**src/rtl/sram_controller.sv**
```systemverilog
// sram_controller: serves 32-bit Mem-stage read/write requests as two sequential
// 16-bit accesses on an external asynchronous SRAM.
// ready stays low while a request is in flight and acts as a pipeline freeze.
module sram_controller #(
    parameter int BASE_ADDR   = 1024,
    parameter int SRAM_ADDR_W = 18,
    parameter int WAIT_CYCLES = 1
) (
    input  logic                   clk,
    input  logic                   rst,
    input  logic                   rd_en,
    input  logic                   wr_en,
    input  logic [31:0]            address,
    input  logic [31:0]            wdata,
    output logic [31:0]            rdata,
    output logic                   ready,
    output logic [SRAM_ADDR_W-1:0] sram_addr,
    output logic [15:0]            sram_dq_o,
    input  logic [15:0]            sram_dq_i,
    output logic                   sram_dq_oe,
    output logic                   sram_we_n,
    output logic                   sram_oe_n
);

    typedef enum logic [1:0] {IDLE, LOW, HIGH, DONE} state_t;

    state_t                 state;
    logic [2:0]             cnt;
    logic                   op_wr;
    logic [SRAM_ADDR_W-2:0] word;
    logic [31:0]            wdata_q;
    logic [15:0]            rdata_low_q;

    logic [31:0]            req_off;
    logic [SRAM_ADDR_W-2:0] req_word;
    logic                   req;
    logic                   phase_end;
    logic                   unused_off_bits;

    // Offset into the SRAM; only the word index within the SRAM size matters,
    // so byte-lane bits and bits above the SRAM size are dropped (aliasing).
    assign req_off         = address - 32'(BASE_ADDR);
    assign req_word        = req_off[SRAM_ADDR_W:2];
    assign unused_off_bits = ^{req_off[31:SRAM_ADDR_W+1], req_off[1:0]};

    assign req       = rd_en | wr_en;
    assign phase_end = (cnt == 3'(WAIT_CYCLES));

    // ready drops in the request cycle itself so the freeze is immediate.
    assign ready = rst | ((state == IDLE) ? ~req : (state == DONE));

    // Main FSM: bus outputs are registered and loaded on the edge entering each phase.
    always_ff @(posedge clk or posedge rst) begin
        if (rst) begin
            state       <= IDLE;
            cnt         <= 3'd0;
            op_wr       <= 1'b0;
            word        <= '0;
            wdata_q     <= 32'd0;
            rdata_low_q <= 16'd0;
            rdata       <= 32'd0;
            sram_addr   <= '0;
            sram_dq_o   <= 16'd0;
            sram_dq_oe  <= 1'b0;
            sram_we_n   <= 1'b1;
            sram_oe_n   <= 1'b1;
        end else begin
            case (state)
                IDLE: begin
                    if (req) begin
                        // Write wins when both requests are asserted.
                        state      <= LOW;
                        cnt        <= 3'd0;
                        op_wr      <= wr_en;
                        word       <= req_word;
                        wdata_q    <= wdata;
                        sram_addr  <= {req_word, 1'b0};
                        sram_dq_o  <= wdata[15:0];
                        sram_we_n  <= ~wr_en;
                        sram_oe_n  <= wr_en;
                        sram_dq_oe <= wr_en;
                    end
                end
                LOW: begin
                    if (phase_end) begin
                        state     <= HIGH;
                        cnt       <= 3'd0;
                        if (!op_wr) rdata_low_q <= sram_dq_i;
                        sram_addr <= {word, 1'b1};
                        sram_dq_o <= wdata_q[31:16];
                    end else begin
                        cnt <= cnt + 3'd1;
                    end
                end
                HIGH: begin
                    if (phase_end) begin
                        state      <= DONE;
                        cnt        <= 3'd0;
                        if (!op_wr) rdata <= {sram_dq_i, rdata_low_q};
                        sram_addr  <= '0;
                        sram_dq_o  <= 16'd0;
                        sram_we_n  <= 1'b1;
                        sram_oe_n  <= 1'b1;
                        sram_dq_oe <= 1'b0;
                    end else begin
                        cnt <= cnt + 3'd1;
                    end
                end
                DONE: begin
                    // The request still present here is the one completing; never re-accept it.
                    state <= IDLE;
                end
                default: state <= IDLE;
            endcase
        end
    end

endmodule
```
**config.mk**
```make
export PLATFORM = sky130hd
export DESIGN_NAME = sram_controller
export DESIGN_NICKNAME = d
export VERILOG_FILES = /design/src/rtl/sram_controller.sv
export SDC_FILE = /design/constraint.sdc
export NUM_CORES = 1
export LEC_CHECK = 0
export CAP_MARGIN = 20
export CORE_ASPECT_RATIO = 0.9
export CORE_MARGIN = 1.5
export CORE_UTILIZATION = 48
export CTS_CLUSTER_SIZE = 40
export DETAILED_ROUTE_END_ITERATION = 12
export PLACE_DENSITY = 0.84
export SLEW_MARGIN = 40
export SYNTH_ARGS = -nofsm -noshare
export SYNTH_HDL_FRONTEND = slang
export SYNTH_SLANG_ARGS = --single-unit
```
**constraint.sdc**
```tcl
create_clock -name clk -period 4.47 [get_ports clk]
set_clock_uncertainty 0.15 [all_clocks]
set_input_delay 0.447 -clock clk [delete_from_list [all_inputs] [get_ports clk]]
set_output_delay 0.447 -clock clk [all_outputs]
set_load 0.03 [all_outputs]
```
==> flow_summary.json, run 1 <==
{
  "fin_total_pwr_mw": 6.76,
  "wire_per_inst_um": 16.8,
  "holdCritStartpoint": "word[12]$_DFFE_PP0P_",
  "cts_inserted_buffers": 17,
  "die_height_um": 104,
  "postRouteAntennaNets": 0,
  "cts_setup_buffers": 0,
  "worst_path_largest_cell_delay_ps": 600,
  "regToRegEndpoint": "sram_addr[16]$_DFFE_PP0P_",
  "critical_path_required_ps": 3870,
  "multi_input_area_mm2": 0.00213,
  "worst-slew-pin-transition_ps": 746,
  "timing.critical_path.depth": 6,
  "post_cts_resized": 0,
  "globalRouteTotalUtil": 0.225,
  "initial_utilization": 0.496,
  "run_status": "completed",
  "synthFlopType": "dfrtp_1",
  "power.static_leakage_nw": 3.12,
  "placed_cells": 717,
  "yosysUniqueCellTypes": 45,
  "worst_hold_slack_ps": 325,
  "ys_seq_area_frac": 0.575,
  "post-dp-hpwl_mm": 8.26,
  "period_minus_slack_ps": 2740,
  "fillerInstances": 797,
  "tritoncts": "built",
  "setup_viol": 0,
  "synth_enable_flop_cells": 0,
  "htree_num_levels": 4,
  "gp_routability_congestion": 0.786,
  "vias_per_cell": 5.29,
  "wire_length_of_the_first_global_routing_pass_mm": 20.8,
  "worst_setup_sp": "state[0]$_DFFE_PP0P_",
  "crit_family": "buffers and inverters",
  "cts.reportedPaths.clkPinSlew_ps": 60,
  "n_antenna_cell": 0,
  "met2_wirelength_mm": 6.44,
  "slew_headroom": 0.501,
  "mappedNetlistNets": 540,
  "root_buffer_cell": "clkbuf_16",
  "ffs_w_async_s_r_synth": 1.00,
  "finalNetCount": 674,
  "post_synth_main_area_contributors": "dfrtp_1 (56%), mux2_2 (15%), a31oi_1 (3.5%)",
  "synthesis.yosys.warnings": 0,
  "syn_area_mm2": 0.00541,
  "holdCritPathClass": "reg2reg",
  "rsz0062_at_grt": "false",
  "synthDominantCellAreaShare": 0.565,
  "cts_sinks": 124,
  "setup_total_negative_slack_ps": 0,
  "crit_path_top_delay_cell": "clkdlybuf4s50_1",
  "clkLatencyLatePin_ps": 410,
  "end_kind": "primary output",
  "timing_hold_violations_final": 0,
  "cts-hold-fix-buffers": 0,
  "setup.worst_path.end": "ready",
  "critPathArrivalTime_ps": 2140,
  "ys_ff_latch": 124,
  "path_cells": "inv_1, ha_4, inv_1, a21oi_1, nand2_1, clkdlybuf4s50_1",
  "netlist.top_cell.by_area": "dfrtp_1",
  "cap_viol_max_count": 0,
  "core-area_mm2": 0.0109,
  "post_dp_cell_area_mm2": 0.00691,
  "drive_above_1_share": 0.214,
  "layoutNonFillerInstCount": 749,
  "detailroute.via_count": 3965,
  "ports_placed_on_the_boundary": 154,
  "post-route-cell-area_mm2": 0.00751,
  "sequential_cell_area_in_the_final_layout_mm2": 0.00311,
  "crit_path_frequent_cell": "inv_1",
  "route.final.wire_length_mm": 12.6,
  "crit-reg2reg-launch": "state[1]$_DFFE_PP0P_",
  "maxSlewViolCount": 0,
  "vdd.ir_drop.worst_mv": 0.549,
  "grt_overflow_total": 0,
  "grt_pass1_vias": 4240,
  "port_buffers": 138,
  "critical_path_buf_inv_count": 3,
  "std_cell_rows": 36,
  "route.top_layer_used": "met4",
  "grt_start_max_net_pins": 91,
  "crit_type": "reg2out",
  "drt_first_pass_iters": 4,
  "fmax_ghz": 0.365,
  "worst-r2r-cell-count": 8,
  "critical_path.startpoint_type": "register",
  "drc": 0,
  "design.die.area_mm2": 0.0119,
  "pwr_density_cell_mw_per_mm2": 900,
  "final_period_utilization": 0.613,
  "total_met3_wirelength_after_detailed_routing_um": 854,
  "floorplan.die.width_um": 115,
  "detail_route.iter0.violations": 138,
  "area_growth_syn_to_layout_pct": 38.9,
  "cts_buffer_depth": 2,
  "wirelength_met1_mm": 5.14,
  "synth.avg_cell_area_um2": 12.0,
  "worst-path-max-fanout": 9,
  "r2r_setup_slack_ps": 1740,
  "syn-instance-count": 450,
  "antenna_found_initial": 0
}
## cell usage in the layout (no fill, tap or decap), types with 2 or more instances in the layout
master and instances:
clkbuf_16 17, nor2_1 38, a22o_1 3, mux2_1 4, a21oi_1 25, bufinv_16 2
dfstp_2 2, nand2_1 18, nor3_1 2, clkbuf_8 3, dfrtp_1 122, buf_8 2
nand3_1 5, o21ai_0 12, clkbuf_1 2, buf_4 5, inv_1 9, o221ai_1 2
clkinv_2 2, o31ai_1 2, nor2b_1 24, ha_1 5, nand4_1 2, a21oi_2 10
xor2_1 2, clkinvlp_4 6, nand2_2 2, nor3b_1 2, mux2i_1 2, clkdlybuf4s50_1 138
a31oi_1 30, nand2b_1 2, a21o_1 4, xnor2_1 3, mux2_2 70
## worst reg2reg max path: cells and delay by family (launching register included)
family | cells | cell delay [ps]
AND/OR/NAND/NOR | 2 | 330
buffers and inverters | 3 | 1140
flip-flops | 1 | 400
adder cells (fa/ha/maj) | 1 | 190
AO/OA/AOI/OAI | 2 | 430
## flip-flops by register name, summed over array words and instances, names as in the netlist
| register | flops |
|---|---|
| sram_oe_n | 1 |
| sram_dq_oe | 1 |
| sram_dq_o | 16 |
| sram_we_n | 1 |
| rdata_low_q | 16 |
| op_wr | 1 |
| cnt | 3 |
| word | 17 |
| wdata_q | 16 |
| rdata | 32 |
| sram_addr | 18 |
| state | 2 |
## synthesized netlist by cell type, types with 2 or more instances
cell,n
nor3b_1,3
xnor2_1,3
nor2_1,38
nand4_1,2
clkbuf_1,16
mux2i_1,2
dfstp_2,2
mux2_2,70
buf_2,5
nand2_1,18
nand2_2,2
a21oi_1,25
mux2_1,4
a21oi_2,10
o21ai_0,12
inv_1,10
o221ai_1,2
xor2_1,2
a22o_1,3
a31oi_1,30
buf_4,4
nor2b_1,24
nand3_1,5
dfrtp_1,122
o31ai_1,2
ha_1,6
a21o_1,4
buf_6,5
nand2b_1,2
nor3_1,2
## metrics by stage
step	util	setup WS [ps]
3_5_place_dp	0.634	1590
6_report	0.689	1730
5_1_grt	0.689	1520
4_1_cts	0.688	1700
3_3_place_gp	0.630	1660
2_1_floorplan	-	577
## layout make-up
class                           instances  share of cell area
Clock buffer                           22              0.0632
Clock inverter                         10              0.0153
Inverter                               10             0.00600
Multi-Input combinational cell        286               0.283
Sequential cell                       124               0.414
Tap cell                              152              0.0253
Timing Repair Buffer                  145               0.193
## report_power, final
| part | switching [mW] | internal, mW | total, mW |
|---|---|---|---|
| sequential | 0.311 | 1.72 | 2.04 |
| combinational | 1.93 | 1.43 | 3.36 |
| clock | 0.495 | 0.862 | 1.36 |
## layer usage
| metal | vias to the layer above | global-route usage |
|---|---|---|
| met2 | 112 | 0.371 |
| met4 | 0 | 0.0785 |
| met1 | 1985 | 0.272 |
| met5 | - | 0 |
| li1 | 1854 | - |
| met3 | 14 | 0.0813 |
## worst min path at each step
stage | endpoint | slack [ps] | cells past startpoint
final | word[12]$_DFFE_PP0P_ | 320 | 2
after global routing | word[13]$_DFFE_PP0P_ | 350 | 1
after CTS | word[12]$_DFFE_PP0P_ | 330 | 2
after detailed placement | word[12]$_DFFE_PP0P_ | 320 | 2
after global placement | rdata[7]$_DFFE_PP0P_ | 310 | 1
after floorplan | word[13]$_DFFE_PP0P_ | 300 | 1
## logic make-up after synthesis
logic type,after synthesis,share of synthesized area
xor+xnor,5,0.00810
compound gates,96,0.114
fa+ha+maj,6,0.0139
flops,124,0.575
simple gates,103,0.0933
mux,76,0.158
buf+inv,40,0.0387
(Power assumes the default switching activity.)
==> inputs of run 2 (changes only) <==
--- a/config.mk
+++ b/config.mk
@@ -8,10 +8,10 @@
 export CAP_MARGIN = 20
 export CORE_ASPECT_RATIO = 0.9
 export CORE_MARGIN = 1.5
-export CORE_UTILIZATION = 48
+export CORE_UTILIZATION = 43
 export CTS_CLUSTER_SIZE = 40
 export DETAILED_ROUTE_END_ITERATION = 12
-export PLACE_DENSITY = 0.84
+export PLACE_DENSITY = 0.8
 export SLEW_MARGIN = 40
 export SYNTH_ARGS = -nofsm -noshare
 export SYNTH_HDL_FRONTEND = slang
==> constraint.sdc (replaced) <==
create_clock -name clk -period 2.4 [get_ports clk]
set_clock_uncertainty 0.15 [all_clocks]
set_input_delay 0.24 -clock clk [delete_from_list [all_inputs] [get_ports clk]]
set_output_delay 0.24 -clock clk [all_outputs]
set_load 0.03 [all_outputs]
==> run 2 against run 1 <==
  * Non-clock buffer count is 5 higher
  * Cell area up 1.2%
  * Setup slack got worse by 1600 ps
  * Register-to-register slack got worse by 1600 ps
  * Wire length shrank 1.2%
  * Critical path depth unchanged
  * Via count is 1.1% higher
==> flow_summary.json, run 2 (synthesis gave the netlist of run 1 again) <==
{
  "finalNetCount": 679,
  "setup_total_negative_slack_ps": 0,
  "clkLatencyLatePin_ps": 410,
  "utilization": 0.624,
  "postRouteAntennaNets": 0,
  "multi_input_area_mm2": 0.00212,
  "wire_length_of_the_first_global_routing_pass_mm": 20.7,
  "cts_buffer_depth": 2,
  "critical_path.startpoint_type": "register",
  "initial_utilization": 0.444,
  "wire_per_inst_um": 16.3,
  "cts-hold-fix-buffers": 0,
  "layoutNonFillerInstCount": 762,
  "flip_flop_count_of_the_largest_register_after_layout": 32,
  "end_kind": "primary output",
  "vias_per_cell": 5.26,
  "crit_type": "reg2out",
  "grt_pass1_vias": 4259,
  "design.die.area_mm2": 0.0133,
  "timing_hold_violations_final": 0,
  "drive_above_1_share": 0.219,
  "cts_sinks": 124,
  "worst-slew-pin-transition_ps": 640,
  "worst-path-max-fanout": 9,
  "fin_total_pwr_mw": 12.7,
  "core-area_mm2": 0.0122,
  "ports_placed_on_the_boundary": 154,
  "largestRegisters": "rdata: 32 flops, sram_addr: 18 flops, word: 17 flops",
  "antenna_found_initial": 0,
  "post-route-cell-area_mm2": 0.00759,
  "route.final.wire_length_mm": 12.4,
  "holdCritPathClass": "in2async",
  "slew_headroom": 0.573,
  "tritoncts": "built",
  "detail_route.iter0.violations": 161,
  "sequential_cell_area_in_the_final_layout_mm2": 0.00311,
  "fmax_ghz": 0.447,
  "grt_overflow_total": 0,
  "run_status": "completed",
  "htree_num_levels": 4,
  "rsz0062_at_grt": "false",
  "largest_register": "rdata",
  "critical_path_required_ps": 2010,
  "final_period_utilization": 0.932,
  "cts_setup_buffers": 0,
  "n_antenna_cell": 0,
  "area_growth_syn_to_layout_pct": 40.5,
  "power.static_leakage_nw": 3.17,
  "most-common-layout-cells": "clkdlybuf4s50_1 (137), dfrtp_1 (122), mux2_2 (70)",
  "most_frequent_standard_cell_in_the_layout_excluding_fill_and_tap_cells": "clkdlybuf4s50_1",
  "gp_routability_congestion": 0.781,
  "worst_hold_slack_ps": 190,
  "maxSlewViolCount": 0,
  "post-dp-hpwl_mm": 8.48,
  "worst_slack_ps": 164,
  "vdd.ir_drop.worst_mv": 1.02,
  "fillerInstances": 976,
  "detailroute.via_count": 4007,
  "placed_cells": 730,
  "dp_slack_ps": 182,
  "drt_first_pass_iters": 4,
  "die_height_um": 109,
  "drc": 0,
  "std_cell_rows": 38,
  "cts_inserted_buffers": 17,
  "root_buffer_cell": "clkbuf_16",
  "grt_start_max_net_pins": 73,
  "port_buffers": 138,
  "cap_viol_max_count": 0,
  "pwr_density_cell_mw_per_mm2": 1680,
  "critPathArrivalTime_ps": 1850,
  "globalRouteTotalUtil": 0.202,
  "post_dp_cell_area_mm2": 0.00698,
  "setup_viol": 0,
  "cts.reportedPaths.clkPinSlew_ps": 60,
  "period_minus_slack_ps": 2240,
  "floorplan.die.width_um": 121
}
[run 2: cell types whose count changed in the layout (fill, tap and decap cells not counted), sizes merged]
cell           before  now
buf                 7   12
dlygate4sd2         0    1
clkinvlp            6    3
clkinv              2    6
inv                10    9
clkbuf             22   21
bufinv              2    3
clkdlybuf4s50     138  137
[run 2: path summary, 6_finish.rpt]
kind | from | cells after the start | to | slack, ps
setup reg to reg | state[1]$_DFFE_PP0P_ | 7 | sram_addr[17]$_DFFE_PP0P_ | 180
hold reg to reg | rdata_low_q[7]$_DFFE_PP0P_ | 1 | rdata[7]$_DFFE_PP0P_ | 330
max in group asynchronous | rst | 3 | rdata[31]$_DFFE_PP0P_ | 1340
hold / removal | rst | 3 | sram_addr[0]$_DFFE_PP0P_ | 190
setup / recovery | state[0]$_DFFE_PP0P_ | 6 | ready | 160
min in group clk | wdata[27] | 2 | wdata_q[27]$_DFFE_PP0P_ | 290
[run 2: report_power, final]
part           internal (mW)  switching, mW  total [mW]
Combinational           2.77           3.60        6.37
Clock                   1.68          0.894        2.58
Sequential              3.21          0.575        3.79
Total                   7.66           5.07        12.7
[run 2: per-layer routing]
metal | part of all wire | track usage
met1 | 0.42 | 0.242
met2 | 0.47 | 0.334
met3 | 0.096 | 0.0820
met4 | 0.0092 | 0.0655
met5 | 0 | 0
[run 2: repair_timing]
action / in CTS / in global routing
endpoints found under the hold margin: 0 / 0
endpoints found under the setup margin: 1 / 1
pin swaps: 0 / 0
resized for setup: 1 / 1
[run 2: worst max-delay path: stages (launching register included)]
cell and delay (ps):
dfrtp_1 400, inv_1 170, ha_4 230, inv_1 100
a21oi_1 130, nand2_1 70, dlygate4sd2_1 350
[run 2: area by class of cell]
class                           instances  share of cell area
Clock inverter                         11              0.0188
Multi-Input combinational cell        286               0.279
Tap cell                              160              0.0264
Clock buffer                           21              0.0606
Timing Repair Buffer                  150               0.200
Sequential cell                       124               0.409
Inverter                               10             0.00544
